File: src/rtl/bcd_7seg_scan_driver_if.sv
// Display-driver bundle: load-side digit data in, multiplexed pin-level segment/anode drive out.
// The master drives en/load/bcd_in/dp_in; the slave (scan driver) drives the pins and frame_done.
interface bcd_7seg_scan_driver_if #(
    parameter int NUM_DIGITS = 4
);
    logic                      en;
    logic                      load;
    logic [4*NUM_DIGITS-1:0]   bcd_in;
    logic [NUM_DIGITS-1:0]     dp_in;
    logic [6:0]                seg;
    logic                      dp;
    logic [NUM_DIGITS-1:0]     an;
    logic                      frame_done;

    modport master (
        output en, load, bcd_in, dp_in,
        input  seg, dp, an, frame_done
    );

    modport slave (
        input  en, load, bcd_in, dp_in,
        output seg, dp, an, frame_done
    );
endinterface

File: src/rtl/bcd_7seg_scan_driver.sv
// Time-multiplexed BCD-to-7-segment scan driver with tear-free double buffering; LEADING_ZERO_BLANK_EN blanks leading zeros.
// Latency: pins are registered one cycle after the divider/digit position; loads appear from the next frame.
// Backpressure: none; load is always accepted (last write before a frame boundary wins), en=0 freezes the scan.
module bcd_7seg_scan_driver #(
    parameter int NUM_DIGITS   = 4,
    parameter int REFRESH_DIV  = 50000,
    parameter int GUARD        = 4,
    parameter int COMMON_ANODE = 0
) (
    input  logic                   clk,
    input  logic                   rst_n,
    bcd_7seg_scan_driver_if.slave  bus
);

    localparam int IDX_W = (NUM_DIGITS > 1) ? $clog2(NUM_DIGITS) : 1;
    localparam int CNT_W = $clog2(REFRESH_DIV);
    localparam logic [IDX_W-1:0] LAST_IDX = IDX_W'(NUM_DIGITS - 1);
    localparam logic [CNT_W-1:0] LAST_CNT = CNT_W'(REFRESH_DIV - 1);
    localparam logic POL = (COMMON_ANODE != 0);

    logic [CNT_W-1:0]            div_cnt;
    logic [IDX_W-1:0]            idx;
    logic [NUM_DIGITS-1:0][3:0]  pend_bcd;
    logic [NUM_DIGITS-1:0]       pend_dp;
    logic                        pend_vld;
    logic [NUM_DIGITS-1:0][3:0]  act_bcd;
    logic [NUM_DIGITS-1:0]       act_dp;
    logic [6:0]                  seg_q;
    logic                        dp_q;
    logic [NUM_DIGITS-1:0]       an_q;
    logic                        frame_done_q;

    logic                        slot_end;
    logic                        frame_end;
    logic                        in_guard;
    logic [6:0]                  cur_seg;
    logic [NUM_DIGITS-1:0]       an_sel;

    function automatic logic [6:0] decode(input logic [3:0] v);
        case (v)
            4'd0:    decode = 7'b1111110;
            4'd1:    decode = 7'b0110000;
            4'd2:    decode = 7'b1101101;
            4'd3:    decode = 7'b1111001;
            4'd4:    decode = 7'b0110011;
            4'd5:    decode = 7'b1011011;
            4'd6:    decode = 7'b1011111;
            4'd7:    decode = 7'b1110000;
            4'd8:    decode = 7'b1111111;
            4'd9:    decode = 7'b1111011;
            default: decode = 7'b0000001;
        endcase
    endfunction

    assign slot_end  = bus.en && (div_cnt == LAST_CNT);
    assign frame_end = slot_end && (idx == LAST_IDX);
    assign in_guard  = (32'(div_cnt) < 32'(GUARD));
    assign an_sel    = NUM_DIGITS'(1) << idx;

`ifdef LEADING_ZERO_BLANK_EN
    logic [NUM_DIGITS-1:0] blank;

    // A digit blanks only while it and everything above it is zero; digit 0 never blanks.
    always_comb begin
        logic upper_zero;
        upper_zero = 1'b1;
        blank      = '0;
        for (int k = NUM_DIGITS - 1; k >= 0; k--) begin
            upper_zero = upper_zero && (act_bcd[k] == 4'd0);
            blank[k]   = upper_zero && (k != 0);
        end
    end

    assign cur_seg = blank[idx] ? 7'b0 : decode(act_bcd[idx]);
`else
    assign cur_seg = decode(act_bcd[idx]);
`endif

    always_ff @(posedge clk or negedge rst_n) begin
        if (!rst_n) begin
            div_cnt <= '0;
            idx     <= '0;
        end else if (bus.en) begin
            if (slot_end) begin
                div_cnt <= '0;
                idx     <= (idx == LAST_IDX) ? '0 : idx + IDX_W'(1);
            end else begin
                div_cnt <= div_cnt + CNT_W'(1);
            end
        end
    end

    // The frame-boundary copy takes the pre-edge pending value, so a load on that cycle stays pending.
    always_ff @(posedge clk or negedge rst_n) begin
        if (!rst_n) begin
            pend_bcd <= '0;
            pend_dp  <= '0;
            pend_vld <= 1'b0;
            act_bcd  <= '0;
            act_dp   <= '0;
        end else begin
            if (frame_end && pend_vld) begin
                act_bcd <= pend_bcd;
                act_dp  <= pend_dp;
            end
            if (bus.load) begin
                pend_bcd <= bus.bcd_in;
                pend_dp  <= bus.dp_in;
                pend_vld <= 1'b1;
            end else if (frame_end) begin
                pend_vld <= 1'b0;
            end
        end
    end

    always_ff @(posedge clk or negedge rst_n) begin
        if (!rst_n) begin
            seg_q        <= {7{POL}};
            dp_q         <= POL;
            an_q         <= {NUM_DIGITS{POL}};
            frame_done_q <= 1'b0;
        end else begin
            frame_done_q <= frame_end;
            if (bus.en) begin
                seg_q <= cur_seg ^ {7{POL}};
                dp_q  <= act_dp[idx] ^ POL;
                an_q  <= (in_guard ? '0 : an_sel) ^ {NUM_DIGITS{POL}};
            end else begin
                seg_q <= {7{POL}};
                dp_q  <= POL;
                an_q  <= {NUM_DIGITS{POL}};
            end
        end
    end

    assign bus.seg        = seg_q;
    assign bus.dp         = dp_q;
    assign bus.an         = an_q;
    assign bus.frame_done = frame_done_q;

endmodule

File: src/flat_wrapper.sv
// flat-port wrapper written by rule: the top's interface ports become plain ports
module bcd_7seg_scan_driver_flat 
#(
    parameter int NUM_DIGITS   = 4,
    parameter int REFRESH_DIV  = 50000,
    parameter int GUARD        = 4,
    parameter int COMMON_ANODE = 0
)
  (clk, rst_n, bus_en, bus_load, bus_bcd_in, bus_dp_in, bus_seg, bus_dp, bus_an, bus_frame_done);
  bcd_7seg_scan_driver_if #(.NUM_DIGITS(NUM_DIGITS)) bus_i ();
  input  logic clk;
  input  logic rst_n;
  input wire logic [$bits(bus_i.en)-1:0] bus_en;
  input wire logic [$bits(bus_i.load)-1:0] bus_load;
  input wire logic [$bits(bus_i.bcd_in)-1:0] bus_bcd_in;
  input wire logic [$bits(bus_i.dp_in)-1:0] bus_dp_in;
  output wire logic [$bits(bus_i.seg)-1:0] bus_seg;
  output wire logic [$bits(bus_i.dp)-1:0] bus_dp;
  output wire logic [$bits(bus_i.an)-1:0] bus_an;
  output wire logic [$bits(bus_i.frame_done)-1:0] bus_frame_done;
  assign bus_i.en = bus_en;
  assign bus_i.load = bus_load;
  assign bus_i.bcd_in = bus_bcd_in;
  assign bus_i.dp_in = bus_dp_in;
  assign bus_seg = bus_i.seg;
  assign bus_dp = bus_i.dp;
  assign bus_an = bus_i.an;
  assign bus_frame_done = bus_i.frame_done;
  bcd_7seg_scan_driver #(.NUM_DIGITS(NUM_DIGITS), .REFRESH_DIV(REFRESH_DIV), .GUARD(GUARD), .COMMON_ANODE(COMMON_ANODE)) u_core (.clk(clk), .rst_n(rst_n), .bus(bus_i));
endmodule
File: config.mk
export PLATFORM = sky130hd
export DESIGN_NAME = bcd_7seg_scan_driver_flat
export DESIGN_NICKNAME = d
export VERILOG_FILES = /design/src/rtl/bcd_7seg_scan_driver_if.sv /design/src/rtl/bcd_7seg_scan_driver.sv /design/src/flat_wrapper.sv
export SDC_FILE = /design/constraint.sdc
export NUM_CORES = 1
export LEC_CHECK = 0
export BUFFER_PORTS_ARGS = -buffer_cell sky130_fd_sc_hd__buf_2
export CAP_MARGIN = 40
export CORE_ASPECT_RATIO = 1.1
export CORE_UTILIZATION = 30
export CTS_BUF_LIST = sky130_fd_sc_hd__clkbuf_8
export DETAILED_ROUTE_END_ITERATION = 8
export PLACE_DENSITY = 0.44
export RECOVER_POWER = 100
export SLEW_MARGIN = 15
export SYNTH_ARGS = -nofsm -noshare
export SYNTH_HDL_FRONTEND = slang
export SYNTH_SLANG_ARGS = --single-unit
File: constraint.sdc
create_clock -name clk -period 2.7 [get_ports clk]
set_input_delay 0.135 -clock clk [delete_from_list [all_inputs] [get_ports clk]]
set_output_delay 0.135 -clock clk [all_outputs]
set_load 0.02 [all_outputs]
# Word-level counts from Yosys, hierarchy flattened
# Memories as Yosys holds them, arrays and structs flattened.
# Index checks and enable logic that the tools add are counted.
[op_classes]
add_sub_neg = 2
order_cmp = 2
shift = 1
bitwise = 0
eq_ne = 2
reduce_logical = 5
multipliers = 0
n_div = 0
n_mux = 12
[op_table]
columns = ["op", "count"]
rows = [
  ["$add A16 B1 Y16 const B", 1],
  ["$eq A16 B16 Y1 const B", 1],
  ["$lt A16 B3 Y1 const B", 1],
  ["$mux W16", 1],
  ["$mux W4", 3],
  ["$bmux W4 S2", 1],
  ["$mux W7", 1],
  ["$mux W1", 4],
  ["$shl A1 B2 Y4 const A", 1],
  ["$logic_and A1 B1 Y1", 3],
  ["$lt A2 B3 Y1 const B", 1],
  ["$add A2 B1 Y2 const B", 1],
  ["$bmux W1 S2", 1],
  ["$eq A2 B2 Y1 const B", 1],
  ["$mux W2", 1],
  ["$reduce_and A2 Y1", 1],
  ["$reduce_bool A2 Y1", 1],
]
[totals]
wordCells = 42
register_bits = 72
mem_count = 1
latch_bits = 0
mem_bits_ro = 112
ram_bits = 0
in_bits = 24
[mem_list]
columns = ["name", "depth", "word_bits", "rd", "rd_clocked_by_memory_dff", "write_ports", "line_no", "source"]
rows = [
  ["(no name shown)", 16, 7, 1, 0, 0, "bcd_7seg_scan_driver.sv:40", "case (v)"],
]

# Longest topological paths before layout
[depth]
word_depth = 5
ltp_mapped = 7
mapped_depth_nobuf = 6

# Worst setup path before layout
# No wires, ideal clock.
[synth_path]
kind = "register -> register"
startpoint = "register u_core.div_cnt[0]"
endpoint = "register u_core.act_bcd[0] in the netlist's numbering"
stages_incl_launch_ff = 7
setup_slack_ns = 0.811
t_arrival_ns = 1.764
setup_ns = 0.125
n_path_buf = 1
path_cell_list = "dfrtp_1 > ha_1 > nand4_4 > or3_4 > nor3_4 > buf_6 > mux2_4"
[synth_via]
elab_chain_cells = 4
[synth_lines]
columns = ["element", "line_no", "source"]
rows = [
  ["from (decl)", "bcd_7seg_scan_driver.sv:21", "logic [CNT_W-1:0] div_cnt;"],
  ["from (signal assigned)", "bcd_7seg_scan_driver.sv:88", "div_cnt <= div_cnt + CNT_W'(1);"],
  ["$eq A16 B16 Y1", "bcd_7seg_scan_driver.sv:55", "assign slot_end = bus.en && (div_cnt == LAST_CNT);"],
  ["$logic_and A1 B1 Y1", "bcd_7seg_scan_driver.sv:55", ""],
  ["$logic_and A1 B1 Y1", "bcd_7seg_scan_driver.sv:56", "assign frame_end = slot_end && (idx == LAST_IDX);"],
  ["$logic_and A1 B1 Y1", "bcd_7seg_scan_driver.sv:102", "if (frame_end && pend_vld) begin"],
  ["to (signal assigned)", "bcd_7seg_scan_driver.sv:103", "act_bcd <= pend_bcd;"],
  ["to (decl)", "bcd_7seg_scan_driver.sv:26", "logic [NUM_DIGITS-1:0][3:0] act_bcd;"],
]
# Every way passes these cells.
# A chain may end at the register's enable or synchronous reset.

# Final worst setup path
[layout_path]
startpoint = "register u_core.div_cnt[0]"
endpoint = "register u_core.div_cnt[0]"
[layout_via]
elab_chain_cells = 3
word_cells_on_any_way = 4
[layout_lines]
columns = ["element", "line_no", "source"]
rows = [
  ["parallel branches: the longest is 2 deep, another holds $add A16 B1 Y16", "-", ""],
  ["$mux W16 *", "bcd_7seg_scan_driver.sv:84", "if (slot_end) begin"],
]
# Every way passes the cells marked *.

==> flow_metrics.env <==
export IMPL_io_pins=37
export IMPL_end_kind="flop"
export IMPL_fin_skew_ps=14.0
export IMPL_critical_path_slowest_cell="or3_1"
export IMPL_ctsResizeCount=0
export IMPL_antenna_found_initial=0
export IMPL_setup_violations=0
export IMPL_start_kind="flop"
export IMPL_cp_buffers_inverters=1
export IMPL_r2r_start="u_core.div_cnt[0]"
export IMPL_maxCapViolations=1
export IMPL_diodes=0
export IMPL_ctsHoldBuffers=6
export IMPL_drive_gt1_frac=0.243
export IMPL_path_max_fanout=11
export IMPL_holdPathEnd="u_core.pend_bcd[4]"
export IMPL_cts_tree="yes"
export IMPL_min_delay_path_depth=2
export IMPL_ys_types=36
export IMPL_rrSetupSlack_ps=400
export IMPL_wl_mm=5.81
export IMPL_num_vias=1938
export IMPL_cts_clk_slew_worst_paths_ps=90
export IMPL_viasPerCell=4.46
export IMPL_area_growth_pct=15.6
export IMPL_leakage_nw=1.71
export IMPL_yosys_warnings=0
export IMPL_num_rows=39
export IMPL_maxSlewHeadroom=-0.197
export IMPL_hold_viol=0
export IMPL_syn_avg_cell_area_um2=13.5
export IMPL_critPathKind="flop to flop"
export IMPL_grt_max_degree=73
export IMPL_nets=321
export IMPL_wl_met3_um=242
export IMPL_run_status="complete, but fails checks"
export IMPL_power_density_mw_per_mm2=635
export IMPL_insertion_delay_ps=350
export IMPL_path_cells="ha_1 -> nand4_1 -> or3_1 -> nor2_1 -> clkbuf_1 -> o21ai_0"
export IMPL_hold_path_class="primary input to flop"
export IMPL_initial_core_util=0.310
export IMPL_grt_overflow_total=0
export IMPL_die_w_um=101
export IMPL_fin_util=0.358
export IMPL_wl_met2_mm=2.60
export IMPL_required_ps=2900
export IMPL_p_total_mw=2.38
export IMPL_cts_made_buffers=9
export IMPL_drc=0
export IMPL_tightest_slew_ps=1800
export IMPL_finalCritPeriodShare=0.852
export IMPL_synth_area_mm2=0.00324
export IMPL_postCtsSetupBuffers=0
export IMPL_cts_sinks=72
export IMPL_h_tree_depth=3
export IMPL_drtIter0Drc=90
export IMPL_peakVddDrop_uv=262
export IMPL_yosys_register_bits=72
export IMPL_holdWs_ps=12.4
export IMPL_hpwl_mm=3.87
export IMPL_violations="capacitance limit, slew limit"
export IMPL_syn_num_nets=274
export IMPL_ctsRootBufferMaster="clkbuf_8"
export IMPL_hp_start="bus_bcd_in[4]"
export IMPL_m1WireLength_mm=2.89
export IMPL_highest_layer="met4"
export IMPL_grt_pass1_vias=1982
export IMPL_dr_pass1_iters=4
export IMPL_crit_arrival_ps=2500
export IMPL_ant_nets=0
export IMPL_wl_per_cell_um=13.4
export IMPL_place_gp_congestion=0.701
export IMPL_die_y_um=111
export IMPL_reg2reg_to="u_core.div_cnt[0]"
export IMPL_coreArea_mm2=0.0104
export IMPL_reg2reg_depth=6
export IMPL_min_period_ps=2300
export IMPL_clockBufferDepth=2
export IMPL_cpPeakStageDelay_ps=510
export IMPL_grt_pass1_wl_mm=9.94
export IMPL_drv_slew=73
export IMPL_syn_inst=240
export IMPL_cp_top_family="simple AND/OR/NAND/NOR gates"
export IMPL_portBuffers=36
export IMPL_dieArea_mm2=0.0112
export IMPL_yosysSeqAreaShare=0.556
export IMPL_grt_usage=0.115
export IMPL_clock_fmax_ghz=0.435
export IMPL_setup_tns_ps=0
export IMPL_rsz0062_at_grt="no"
## registers in the layout, indices dropped and copies added (netlist names)
name and cells:
u_core.act_bcd 16, u_core.bus.seg 7, u_core.bus.frame_done 1, u_core.pend_bcd 16, u_core.pend_dp 4, u_core.div_cnt 16, u_core.act_dp 4, u_core.idx 2
u_core.pend_vld 1, u_core.bus.an 4, u_core.bus.dp 1
## final cells by class
cell class                 instances  area [µm²]
inverter                           8        30.0
sequential                        72        1800
tap                              143         179
fill                            1081        6700
timing repair buffer              45         240
clock buffer                      10         138
multi-input combinational        151        1260
clock inverter                     6        90.1
## placed cells by master (no fill, tap or decap), drive strengths merged, types with 2 or more instances in the layout
| cell | n |
|---|---|
| dfrtp | 72 |
| mux2 | 41 |
| clkbuf | 25 |
| buf | 24 |
| nand2 | 13 |
| nor2 | 13 |
| xnor2 | 10 |
| ha | 10 |
| inv | 9 |
| nand4 | 7 |
| dlygate4sd3 | 6 |
| nor3 | 6 |
| and2 | 6 |
| mux4 | 5 |
| nand3 | 5 |
| nand2b | 5 |
| nor4 | 4 |
| o21a | 4 |
| a21oi | 4 |
| o21ai | 4 |
| a21o | 2 |
| and3 | 2 |
| xor2 | 2 |
| bufinv | 2 |
| clkinv | 2 |
## where the power goes
| part | switching, mW | leakage (nW) | total [mW] | internal (mW) |
|---|---|---|---|---|
| clock network | 0.419 | 0.113 | 0.968 | 0.549 |
| logic | 0.106 | 0.677 | 0.195 | 0.0889 |
| registers | 0.0638 | 0.919 | 1.21 | 1.15 |
| total | 0.589 | 1.71 | 2.38 | 1.79 |
## worst max-delay path by stage
stage / cells past startpoint / slack [ps] / start / end
floorplan: 6 / 810 / u_core.div_cnt[0] / u_core.act_bcd[0]
global placement: 6 / 580 / u_core.div_cnt[0] / u_core.act_bcd[9]
detailed placement: 6 / 550 / u_core.div_cnt[0] / u_core.act_bcd[13]
CTS: 6 / 530 / u_core.div_cnt[0] / u_core.act_dp[3]
global route: 6 / 260 / u_core.div_cnt[0] / u_core.div_cnt[1]
finish: 6 / 400 / u_core.div_cnt[0] / u_core.div_cnt[0]
## per-layer routing
layer / track usage / vias to the layer above
li1: - / 936
met1: 0.161 / 946
met2: 0.168 / 45
met3: 0.0322 / 11
met4: 0.0435 / 0
met5: 0 / -
## Yosys cell counts, drive strengths merged
| master | n | area [µm²] |
|---|---|---|
| a21oi | 4 | 20.0 |
| o22ai | 1 | 6.26 |
| nand3 | 5 | 25.0 |
| ha | 10 | 125 |
| or2 | 1 | 6.26 |
| nand2b | 5 | 31.3 |
| buf | 6 | 40.0 |
| a31o | 1 | 8.76 |
| and4 | 1 | 8.76 |
| and3 | 2 | 12.5 |
| mux4 | 5 | 113 |
| nand4 | 7 | 58.8 |
| o21bai | 1 | 7.51 |
| a21o | 2 | 15.0 |
| o21a | 4 | 30.0 |
| mux2 | 41 | 537 |
| o21ai | 4 | 20.0 |
| dfrtp | 72 | 1800 |
| clkbuf | 3 | 11.3 |
| inv | 8 | 30.0 |
| xnor2 | 10 | 87.6 |
| a21boi | 1 | 7.51 |
| a31oi | 1 | 6.26 |
| nor2 | 13 | 48.8 |
| and2 | 6 | 37.5 |
| nand2 | 13 | 48.8 |
| nor3 | 6 | 41.3 |
| nor4 | 4 | 25.0 |
| xor2 | 2 | 17.5 |
| or3 | 1 | 11.3 |
## cell families (layout without fill, tap and decap cells)
family	after synthesis	count (layout)	synth area share
DFF	72	72	0.556
and+or+nand+nor	64	64	0.110
muxes	46	46	0.200
AOI/OAI and AO/OA	19	19	0.0375
buffers and inverters	17	69	0.0251
xor gates and xnor gates	12	12	0.0324
adders and majority gates	10	10	0.0386
## per-stage QoR
step                setup slack (ps)  instance area [µm²]  cells
floorplan                        811                 3240    240
global placement                 581                 3580    413
detailed placement               547                 3580    413
CTS                              526                 3870    435
global route                     257                 3740    435
finish                           399                 3740    435
Power figures use the tool's default switching activity.
